<file path="src/rtl/phy_rx_pkg.sv">
// -----------------------------------------------------------------------------
// phy_rx_pkg
// Shared definitions for the two-lane receive PHY link-bring-up controller.
//   - Link FSM state encoding (ST_IDLE / ST_ALIGN / ST_ACTIVE), 2-bit constants
//     so they can be driven straight onto the `state` output port.
//   - Default comma/idle symbol.
//   - Counter widths: 4-bit lock/loss/resync counters, 8-bit ALIGN timer.
//   - Strobed-byte classification and a saturating increment helper.
// -----------------------------------------------------------------------------
package phy_rx_pkg;

   localparam logic [1:0] ST_IDLE   = 2'd0;
   localparam logic [1:0] ST_ALIGN  = 2'd1;
   localparam logic [1:0] ST_ACTIVE = 2'd2;

   localparam logic [7:0] COM_SYM_DEF = 8'hBC;

   localparam int CNT_W = 4;
   localparam int TMR_W = 8;

   typedef enum logic [1:0] {
      SYM_NONE  = 2'd0,   // no strobe this cycle
      SYM_COMMA = 2'd1,   // strobed, not valid, equals the comma symbol
      SYM_DATA  = 2'd2,   // strobed and valid
      SYM_BAD   = 2'd3    // strobed, not valid, anything but the comma
   } sym_kind_e;

   function automatic sym_kind_e classify(input logic       stb,
                                          input logic       valid,
                                          input logic [7:0] lane_byte,
                                          input logic [7:0] com_sym);
      sym_kind_e k;
      if (!stb)                      k = SYM_NONE;
      else if (valid)                k = SYM_DATA;
      else if (lane_byte == com_sym) k = SYM_COMMA;
      else                           k = SYM_BAD;
      return k;
   endfunction

   function automatic logic [CNT_W-1:0] sat_inc(input logic [CNT_W-1:0] v);
      return (v == {CNT_W{1'b1}}) ? v : v + 1'b1;
   endfunction

endpackage

</file>
<file path="src/rtl/phy_rx_lane_lock.sv">
// -----------------------------------------------------------------------------
// phy_rx_lane_lock
// Per-lane comma lock tracker and symbol-loss tracker.
//   clk_2f       in   block clock, rising edge
//   reset        in   synchronous, active-low
//   lane_byte    in   8-bit byte from the serial-to-parallel converter
//   valid        in   byte carries data (high) or a control symbol (low)
//   stb          in   one-cycle pulse: lane_byte/valid hold a new byte
//   align_mode   in   link FSM is in ALIGN: run the comma lock tracker
//   active_mode  in   link FSM is in ACTIVE: run the bad-symbol tracker
//   clear        in   drop lock and zero both counters on this edge
//   lock         out  lane has seen LOCK_CNT consecutive commas (registered)
//   loss         out  LOSS_CNT consecutive bad bytes seen in ACTIVE
// -----------------------------------------------------------------------------
module phy_rx_lane_lock
   import phy_rx_pkg::*;
#(
   parameter logic [7:0] COM_SYM  = COM_SYM_DEF,
   parameter int         LOCK_CNT = 4,
   parameter int         LOSS_CNT = 2
) (
   input  logic       clk_2f,
   input  logic       reset,
   input  logic [7:0] lane_byte,
   input  logic       valid,
   input  logic       stb,
   input  logic       align_mode,
   input  logic       active_mode,
   input  logic       clear,
   output logic       lock,
   output logic       loss
);

   localparam logic [CNT_W-1:0] LOCK_MAX = CNT_W'(LOCK_CNT);
   localparam logic [CNT_W-1:0] LOSS_MAX = CNT_W'(LOSS_CNT);

   sym_kind_e        kind;
   logic [CNT_W-1:0] com_cnt_d, com_cnt_q;
   logic [CNT_W-1:0] bad_cnt_d, bad_cnt_q;
   logic             lock_d,    lock_q;

   always_comb begin
      kind      = classify(stb, valid, lane_byte, COM_SYM);
      com_cnt_d = com_cnt_q;
      bad_cnt_d = bad_cnt_q;
      lock_d    = lock_q;

      if (clear) begin
         com_cnt_d = '0;
         bad_cnt_d = '0;
         lock_d    = 1'b0;
      end else begin
         if (align_mode) begin
            if (kind == SYM_COMMA) begin
               if (com_cnt_q != LOCK_MAX) begin
                  com_cnt_d = com_cnt_q + 1'b1;
               end
               // Lock is taken on the same edge the run reaches LOCK_CNT,
               // so lock_q rises right after the LOCK_CNT-th comma.
               if (com_cnt_q == LOCK_MAX - 1'b1) begin
                  lock_d = 1'b1;
               end
            end else if ((kind != SYM_NONE) && !lock_q) begin
               // Once locked, stray symbols no longer break the run.
               com_cnt_d = '0;
            end
         end

         if (active_mode) begin
            if (kind == SYM_BAD) begin
               bad_cnt_d = sat_inc(bad_cnt_q);
            end else if (kind != SYM_NONE) begin
               bad_cnt_d = '0;
            end
         end
      end
   end

   always_ff @(posedge clk_2f) begin
      if (!reset) begin
         com_cnt_q <= '0;
         bad_cnt_q <= '0;
         lock_q    <= 1'b0;
      end else begin
         com_cnt_q <= com_cnt_d;
         bad_cnt_q <= bad_cnt_d;
         lock_q    <= lock_d;
      end
   end

   assign lock = lock_q;
   assign loss = (bad_cnt_q >= LOSS_MAX);

endmodule

</file>
<file path="src/rtl/phy_rx_link_ctrl.sv">
// -----------------------------------------------------------------------------
// phy_rx_link_ctrl
// Link-bring-up controller for the two-lane receive PHY. Aligns both lanes on
// the comma symbol, enables the un-striper once both are locked, and drops
// back to ALIGN when one lane produces LOSS_CNT consecutive bad symbols.
//   clk_2f         in   block clock, rising edge
//   reset          in   synchronous, active-low
//   enable         in   link enable; low forces IDLE (highest priority)
//   lane_0/1       in   8-bit lane bytes
//   valid_0/1      in   lane valid flags
//   stb_0/1        in   one-cycle new-byte strobes
//   state          out  0 IDLE, 1 ALIGN, 2 ACTIVE
//   lock_0/1       out  lane-locked flags
//   unstripe_en    out  high exactly while state is ACTIVE
//   align_timeout  out  one-cycle pulse when an ALIGN window expires
//   resync_cnt     out  ACTIVE->ALIGN drop count, saturates at 15
// -----------------------------------------------------------------------------
module phy_rx_link_ctrl
   import phy_rx_pkg::*;
#(
   parameter logic [7:0] COM_SYM  = COM_SYM_DEF,
   parameter int         LOCK_CNT = 4,
   parameter int         LOSS_CNT = 2,
   parameter int         TIMEOUT  = 64
) (
   input  logic             clk_2f,
   input  logic             reset,
   input  logic             enable,
   input  logic [7:0]       lane_0,
   input  logic             valid_0,
   input  logic             stb_0,
   input  logic [7:0]       lane_1,
   input  logic             valid_1,
   input  logic             stb_1,
   output logic [1:0]       state,
   output logic             lock_0,
   output logic             lock_1,
   output logic             unstripe_en,
   output logic             align_timeout,
   output logic [CNT_W-1:0] resync_cnt
);

   // The timeout fires on the edge where the timer would step to TIMEOUT-1,
   // so the pulse is visible in the (TIMEOUT-1)-th cycle after entering ALIGN.
   localparam logic [TMR_W-1:0] TMR_LAST = TMR_W'(TIMEOUT - 2);

   logic [1:0]       state_d,    state_q;
   logic [TMR_W-1:0] tmr_d,      tmr_q;
   logic             to_d,       to_q;
   logic             unstr_d,    unstr_q;
   logic [CNT_W-1:0] resync_d,   resync_q;

   logic             align_mode;
   logic             active_mode;
   logic             lane_clear;
   logic             lock_0_w, lock_1_w;
   logic             loss_0_w, loss_1_w;

   assign align_mode  = (state_q == ST_ALIGN);
   assign active_mode = (state_q == ST_ACTIVE);

   phy_rx_lane_lock #(
      .COM_SYM  (COM_SYM),
      .LOCK_CNT (LOCK_CNT),
      .LOSS_CNT (LOSS_CNT)
   ) u_lane_0 (
      .clk_2f      (clk_2f),
      .reset       (reset),
      .lane_byte   (lane_0),
      .valid       (valid_0),
      .stb         (stb_0),
      .align_mode  (align_mode),
      .active_mode (active_mode),
      .clear       (lane_clear),
      .lock        (lock_0_w),
      .loss        (loss_0_w)
   );

   phy_rx_lane_lock #(
      .COM_SYM  (COM_SYM),
      .LOCK_CNT (LOCK_CNT),
      .LOSS_CNT (LOSS_CNT)
   ) u_lane_1 (
      .clk_2f      (clk_2f),
      .reset       (reset),
      .lane_byte   (lane_1),
      .valid       (valid_1),
      .stb         (stb_1),
      .align_mode  (align_mode),
      .active_mode (active_mode),
      .clear       (lane_clear),
      .lock        (lock_1_w),
      .loss        (loss_1_w)
   );

   always_comb begin
      state_d    = state_q;
      tmr_d      = '0;
      to_d       = 1'b0;
      resync_d   = resync_q;
      lane_clear = 1'b0;

      if (!enable) begin
         // Disable beats every other transition; resync history is kept.
         state_d    = ST_IDLE;
         lane_clear = 1'b1;
      end else begin
         case (state_q)
            ST_IDLE: begin
               state_d = ST_ALIGN;
            end
            ST_ALIGN: begin
               if (lock_0_w && lock_1_w) begin
                  state_d = ST_ACTIVE;
               end else if (tmr_q == TMR_LAST) begin
                  // Restart the whole alignment attempt, stay in ALIGN.
                  to_d       = 1'b1;
                  lane_clear = 1'b1;
               end else begin
                  tmr_d = tmr_q + 1'b1;
               end
            end
            ST_ACTIVE: begin
               if (loss_0_w || loss_1_w) begin
                  state_d    = ST_ALIGN;
                  resync_d   = sat_inc(resync_q);
                  lane_clear = 1'b1;
               end
            end
            default: begin
               state_d    = ST_IDLE;
               lane_clear = 1'b1;
            end
         endcase
      end

      // Derived from the next state so it changes on the same edge as state.
      unstr_d = (state_d == ST_ACTIVE);
   end

   always_ff @(posedge clk_2f) begin
      if (!reset) begin
         state_q  <= ST_IDLE;
         tmr_q    <= '0;
         to_q     <= 1'b0;
         unstr_q  <= 1'b0;
         resync_q <= '0;
      end else begin
         state_q  <= state_d;
         tmr_q    <= tmr_d;
         to_q     <= to_d;
         unstr_q  <= unstr_d;
         resync_q <= resync_d;
      end
   end

   assign state         = state_q;
   assign lock_0        = lock_0_w;
   assign lock_1        = lock_1_w;
   assign unstripe_en   = unstr_q;
   assign align_timeout = to_q;
   assign resync_cnt    = resync_q;

endmodule

</file>
<file path="config.mk">
export PLATFORM = sky130hd
export DESIGN_NAME = phy_rx_link_ctrl
export DESIGN_NICKNAME = d
export VERILOG_FILES = /design/src/rtl/phy_rx_pkg.sv /design/src/rtl/phy_rx_lane_lock.sv /design/src/rtl/phy_rx_link_ctrl.sv
export SDC_FILE = /design/constraint.sdc
export NUM_CORES = 1
export LEC_CHECK = 0
export CORE_ASPECT_RATIO = 1.1
export CORE_MARGIN = 2
export CORE_UTILIZATION = 55
export CTS_CLUSTER_DIAMETER = 30
export CTS_CLUSTER_SIZE = 24
export DETAILED_ROUTE_END_ITERATION = 8
export GPL_ROUTABILITY_DRIVEN = 0
export PLACE_DENSITY = 0.89
export SLEW_MARGIN = 10
export SYNTH_ARGS = -nofsm -noshare
export SYNTH_HDL_FRONTEND = slang
export SYNTH_SLANG_ARGS = --single-unit
</file>
<file path="constraint.sdc">
create_clock -name clk_2f -period 5.6 [get_ports clk_2f]
set_input_delay 1.12 -clock clk_2f [delete_from_list [all_inputs] [get_ports clk_2f]]
set_output_delay 1.12 -clock clk_2f [all_outputs]
set_load 0.1 [all_outputs]
</file>
[Word level (Yosys, flattened, before mapping)]
Cells that the tools add are included.
Widths: inputs -> output; s select.
Storage, ports and cells
  bits in registers: 34
  logic and storage cells: 94
  output and inout bits: 10
  bits of input ports: 23
Operators by class
  eq/ne operators: 21
  reductions and logical operators: 23
  add/sub/neg operators: 6
  muxes and demuxes: 27
  bitwise gates (word level): 4
  $lt $le $gt $ge: 2
Operators by type and width (count)
  $mux 4: 12
  $reduce_and 3->1: 7
  $add 4x1->4 const B: 5
  $mux 2: 9
  $eq 8x8->1 const B: 2
  $eq 4x4->1 const B: 3
  $reduce_bool 2->1: 6
  $add 8x1->8 const B: 1
  $eq 2x2->1 const B: 4
  $eq 4x2->1 const B: 2
  $eq 8x6->1 const B: 1
  $ge 4x2->1 const B: 2
  $ne 2x2->1 const B: 4
  $ne 4x3->1 const B: 2
  $eq 2x1->1 const B: 3
  $pmux 2 s3: 1
  $reduce_or 5->1: 1
  $mux 1: 4
  $not 1->1: 4
  $reduce_and 4->1: 1
  $logic_and 1x1->1: 3
  $pmux 1 s3: 1
  $logic_not 1->1: 2
  $logic_not 2->1: 1
  2 further kinds: 2

[Longest topological paths before layout]
  depth in word-level cells: 8
  gate-level depth with buffers: 7
  gate-level depth less buffers: 6

[By module]
Synthesis repeated with hierarchy kept, for this count alone.
Unflattened totals
  cell total of the unflattened synthesis: 225
  area total of the unflattened synthesis: 1988.2 um^2
By module, submodules not included
  phy_rx_lane_lock: instances 2, cells each 72, sequential area each 180.2 um^2, area an instance 621.8 um^2
  phy_rx_link_ctrl: instances 1, cells each 81, sequential area each 320.3 um^2, area an instance 744.5 um^2

[Least setup slack after synthesis]
No wires, ideal clock.
  kind: input -> register
  start: input stb_1
  end: register u_lane_1.com_cnt_q[1]
  library setup time: 137 ps
  data required time: 5463 ps
  path slack: 3320 ps
  buffers on the path: 1
  data arrival time: 2143 ps
  stages: 5
  cell sequence: clkbuf_1 > nand3b_1 > or4_1 > o21ai_0 > a21oi_1
Between the ends
  cells in the longest elaborated chain, start to end: 5
  elaborated cells on any way between the ends: 8
  those cells by class: eq/ne (2); mux (2); reduce/logical (4)
Ends and longest elaborated chain
  from (decl): line phy_rx_link_ctrl.sv:34  | input logic stb_1,
  $mux 2 *: line phy_rx_pkg.sv:33  | if (!stb) k = SYM_NONE;
  $reduce_bool 2->1: line phy_rx_lane_lock.sv:63  | end else if ((kind != SYM_NONE) && !lock_q) begin
  $logic_and 1x1->1: line phy_rx_lane_lock.sv:63
  $reduce_bool 2->1 (no source line)
  $reduce_and 3->1 (no source line)
  to (signal assigned): line phy_rx_lane_lock.sv:85  | com_cnt_q <= com_cnt_d;
  to (decl): line phy_rx_lane_lock.sv:38  | logic [CNT_W-1:0] com_cnt_d, com_cnt_q;
Every way passes the cells marked *; elsewhere a longest branch is shown, timed or not.
A chain may end at the register's enable or synchronous reset.

[Worst setup path after layout]
  start: register state_q[1] (netlist: state[1])
  end: output state[1]
RTL lines
  from (decl): line phy_rx_link_ctrl.sv:47  | logic [1:0] state_d, state_q;
  from (signal assigned): line phy_rx_link_ctrl.sv:149  | state_q <= state_d;
  to (decl): line phy_rx_link_ctrl.sv:35  | output logic [1:0] state,
No word-level cell between the ends.

==> metrics <==
status finished clean; Final Cell Area 0.00233 mm²; largest net degree at the start of global routing 16; WP data required 4.48 ns; crit-path cells clkdlybuf4s50_1; Worst Tran Pin Value 0.992 ns; critical path type flip-flop to output pin; peak supply drop 153 µV; Remaining DRCs 0; Fillers 263; stages on the worst setup path 1; TritonCTS clock tree yes; RSZ-0062 raised after global routing false; Syn Area/Cell 8.88 µm²; Final ANT Viol Nets 0; HP Start resync_cnt[3]$_SDFFE_PN0P_; DP Cell Count 291; Avg WL per Cell 14.1 µm; WHS Path Cells 2; drt initial violations 109; Setup WS post-layout 2.30 ns; Slew headroom 0.337; final setup vio count 0; H-tree Lvls 2; Power Total 426 µW; DP Wirelength 3.21 mm; Reg area 681 µm²; Setup crit end state[1]; synth-to-layout area growth 21.7%; Worst setup EP type output pin; Skew-Pair Late Insertion Delay 0.35 ns; Hold Slack 0.514 ns; max incr delay on CP 1.22 ns; syn nets 250; max-cap violations 0; sequential share of the synthesized area 0.355; Post-Synth Simple-Gate Area 0.300; flop-to-flop setup slack 3.52 ns; CP Launch Point state[1]$_SDFF_PN0_; post-cts hold buffer count 0; Die Y 65.9 µm; Worst-path clk slew 0.10 ns; pre-CTS WS 2.69 ns; first-pass GRT wire length 7.36 mm; total track usage 0.245; cells after synthesis 216; Final Skew 0.00726 ns; layout cells sized above 1 0.0996; largest family of logic cells by synthesized area simple AND/OR/NAND/NOR gates; R2R cell count 6; row count 22; Vias 1751; clk root buf clkbuf_4; CP max stage cell clkdlybuf4s50_1; die footprint 0.00398 mm²; fin nets 284; Worst path top cell family by delay buffers and inverters; Final Util 0.701; mux contribution to synthesized area 0.0215; post-place instance area 0.00227 mm²; initial antenna violation count 0; global route overflow 0; top_reg_cell synth dfxtp_1; Post-synth EDFFs 0; die extent in x 60.3 µm; Synth Register Bits 34; Max Fanout on Critical Path 13; Buffers on Ports 32; share of synthesized cell area in full adder, half adder and majority cells 0.0718; n_diodes 0; fin crit share 0.589; DRT Pass-1 Iters 4; initial core utilization 0.576; fmax 303 MHz; number of CTS-inserted buffers 5; DRT Wirelength 4.22 mm; final hold vios 0; Reg-to-Reg Start u_lane_1.bad_cnt_q[0]$_SDFFE_PP0P_; Sink Count 34; num ports 33; PwrDens 183 mW/mm²; Finished Layout Cells 299; YS warnings 0; reg2reg end u_lane_1.bad_cnt_q[2]$_SDFFE_PP0P_; Max clock buf depth 2; Post-synth ARST share 0; complex-gate fraction of the synthesized area 0.177; vias in the first global route 1716; element type at the critical path start flip-flop; postcts setup bufs 0; leakage 0.802 nW; worst hold path class flip-flop to flip-flop; Core Area 0.00333 mm²; Max Slew Vio Count 0; critical path arrival 2.18 ns; Worst Path Buf+Inv 1; area of the multi-input gates 0.00116 mm²; final setup TNS 0 ns; Tmin final 3.30 ns; cell area after synthesis 0.00192 mm²; post_cts resized 0; Yosys cell types 53; vias per cell 5.86; xor/xnor cell area share of the yosys netlist 0.0365
[sequential cells by signal, indices dropped and copies added, names as in the netlist]
| name | count |
|---|---|
| align_timeout | 1 |
| resync_cnt | 4 |
| state | 2 |
| tmr_q | 8 |
| u_lane_0.bad_cnt_q | 4 |
| u_lane_0.com_cnt_q | 4 |
| u_lane_0.lock | 1 |
| u_lane_1.bad_cnt_q | 4 |
| u_lane_1.com_cnt_q | 4 |
| u_lane_1.lock | 1 |
| unstripe_en | 1 |
[where the power goes]
group	internal [mW]	leakage, nW	switching, mW
combinational	0.0184	0.493	0.0173
sequential	0.242	0.274	0.00160
clock	0.0603	0.0343	0.0863
total	0.321	0.802	0.105
[layout by cell type, fill, tap and decap left out, types with 3 or more instances in the layout]
master / Yosys / layout
nand4_1: 9 / 9
nor2_1: 17 / 17
dfxtp_1: 34 / 34
xor2_1: 6 / 6
ha_1: 11 / 11
nand3b_1: 6 / 6
a21oi_1: 11 / 11
nand3_1: 12 / 12
clkbuf_4: 0 / 5
inv_1: 12 / 12
o21ai_0: 5 / 5
nor4_1: 5 / 5
clkdlybuf4s50_1: 0 / 32
a31oi_1: 6 / 6
and3_1: 3 / 3
and2_1: 3 / 3
nand2b_1: 3 / 3
nor2_2: 4 / 4
o211ai_1: 4 / 4
a41oi_1: 3 / 3
and3b_1: 3 / 3
a21oi_2: 6 / 6
nand2_1: 10 / 10
mux2i_1: 3 / 3
[metal layers]
layer,track usage,wire (µm)
met1,0.275,1820
met2,0.427,2090
met3,0.0607,249
met4,0.106,61
met5,0,0
[how the worst min path moves through the flow]
stage	to	slack [ns]
2_1_floorplan	tmr_q[0]$_SDFF_PP0_	0.45
3_3_place_gp	tmr_q[0]$_SDFF_PP0_	0.47
3_5_place_dp	tmr_q[0]$_SDFF_PP0_	0.49
4_1_cts	tmr_q[0]$_SDFF_PP0_	0.52
5_1_grt	resync_cnt[3]$_SDFFE_PN0P_	0.55
6_report	resync_cnt[3]$_SDFFE_PN0P_	0.51
[cell usage after synthesis (4+ instances only)]
master / count / area share
a21oi_1: 11 / 0.029
a21oi_2: 6 / 0.027
a31oi_1: 6 / 0.020
dfxtp_1: 34 / 0.35
ha_1: 11 / 0.072
inv_1: 12 / 0.023
nand2_1: 10 / 0.020
nand3_1: 12 / 0.031
nand3b_1: 6 / 0.023
nand4_1: 9 / 0.029
nor2_1: 17 / 0.033
nor2_2: 4 / 0.013
nor4_1: 5 / 0.016
o211ai_1: 4 / 0.016
o21ai_0: 5 / 0.013
xor2_1: 6 / 0.027
[final cells by class]
cell class | count | share of cell area
flip-flops and latches | 34 | 0.292
inverters | 12 | 0.0193
well taps | 48 | 0.0257
clock inverters | 2 | 0.00536
repair buffers | 32 | 0.137
clock buffers | 6 | 0.0220
multi-input cells | 165 | 0.499
[cell families (layout without fill, tap and decap cells)]
logic type	Yosys count	after routing
adders and majority gates	11	11
buffers and inverters	17	52
muxes	4	4
and+or+nand+nor	95	95
AOI/OAI and AO/OA	47	47
DFF	34	34
xor gates and xnor gates	8	8
[tightest hold or removal path: cells and delay by family, from the launching register on]
family        cells  cell delay, ns
flops             1            0.35
mux               1            0.06
simple gates      1            0.06
No activity file was read; power rests on OpenSTA's default activity.
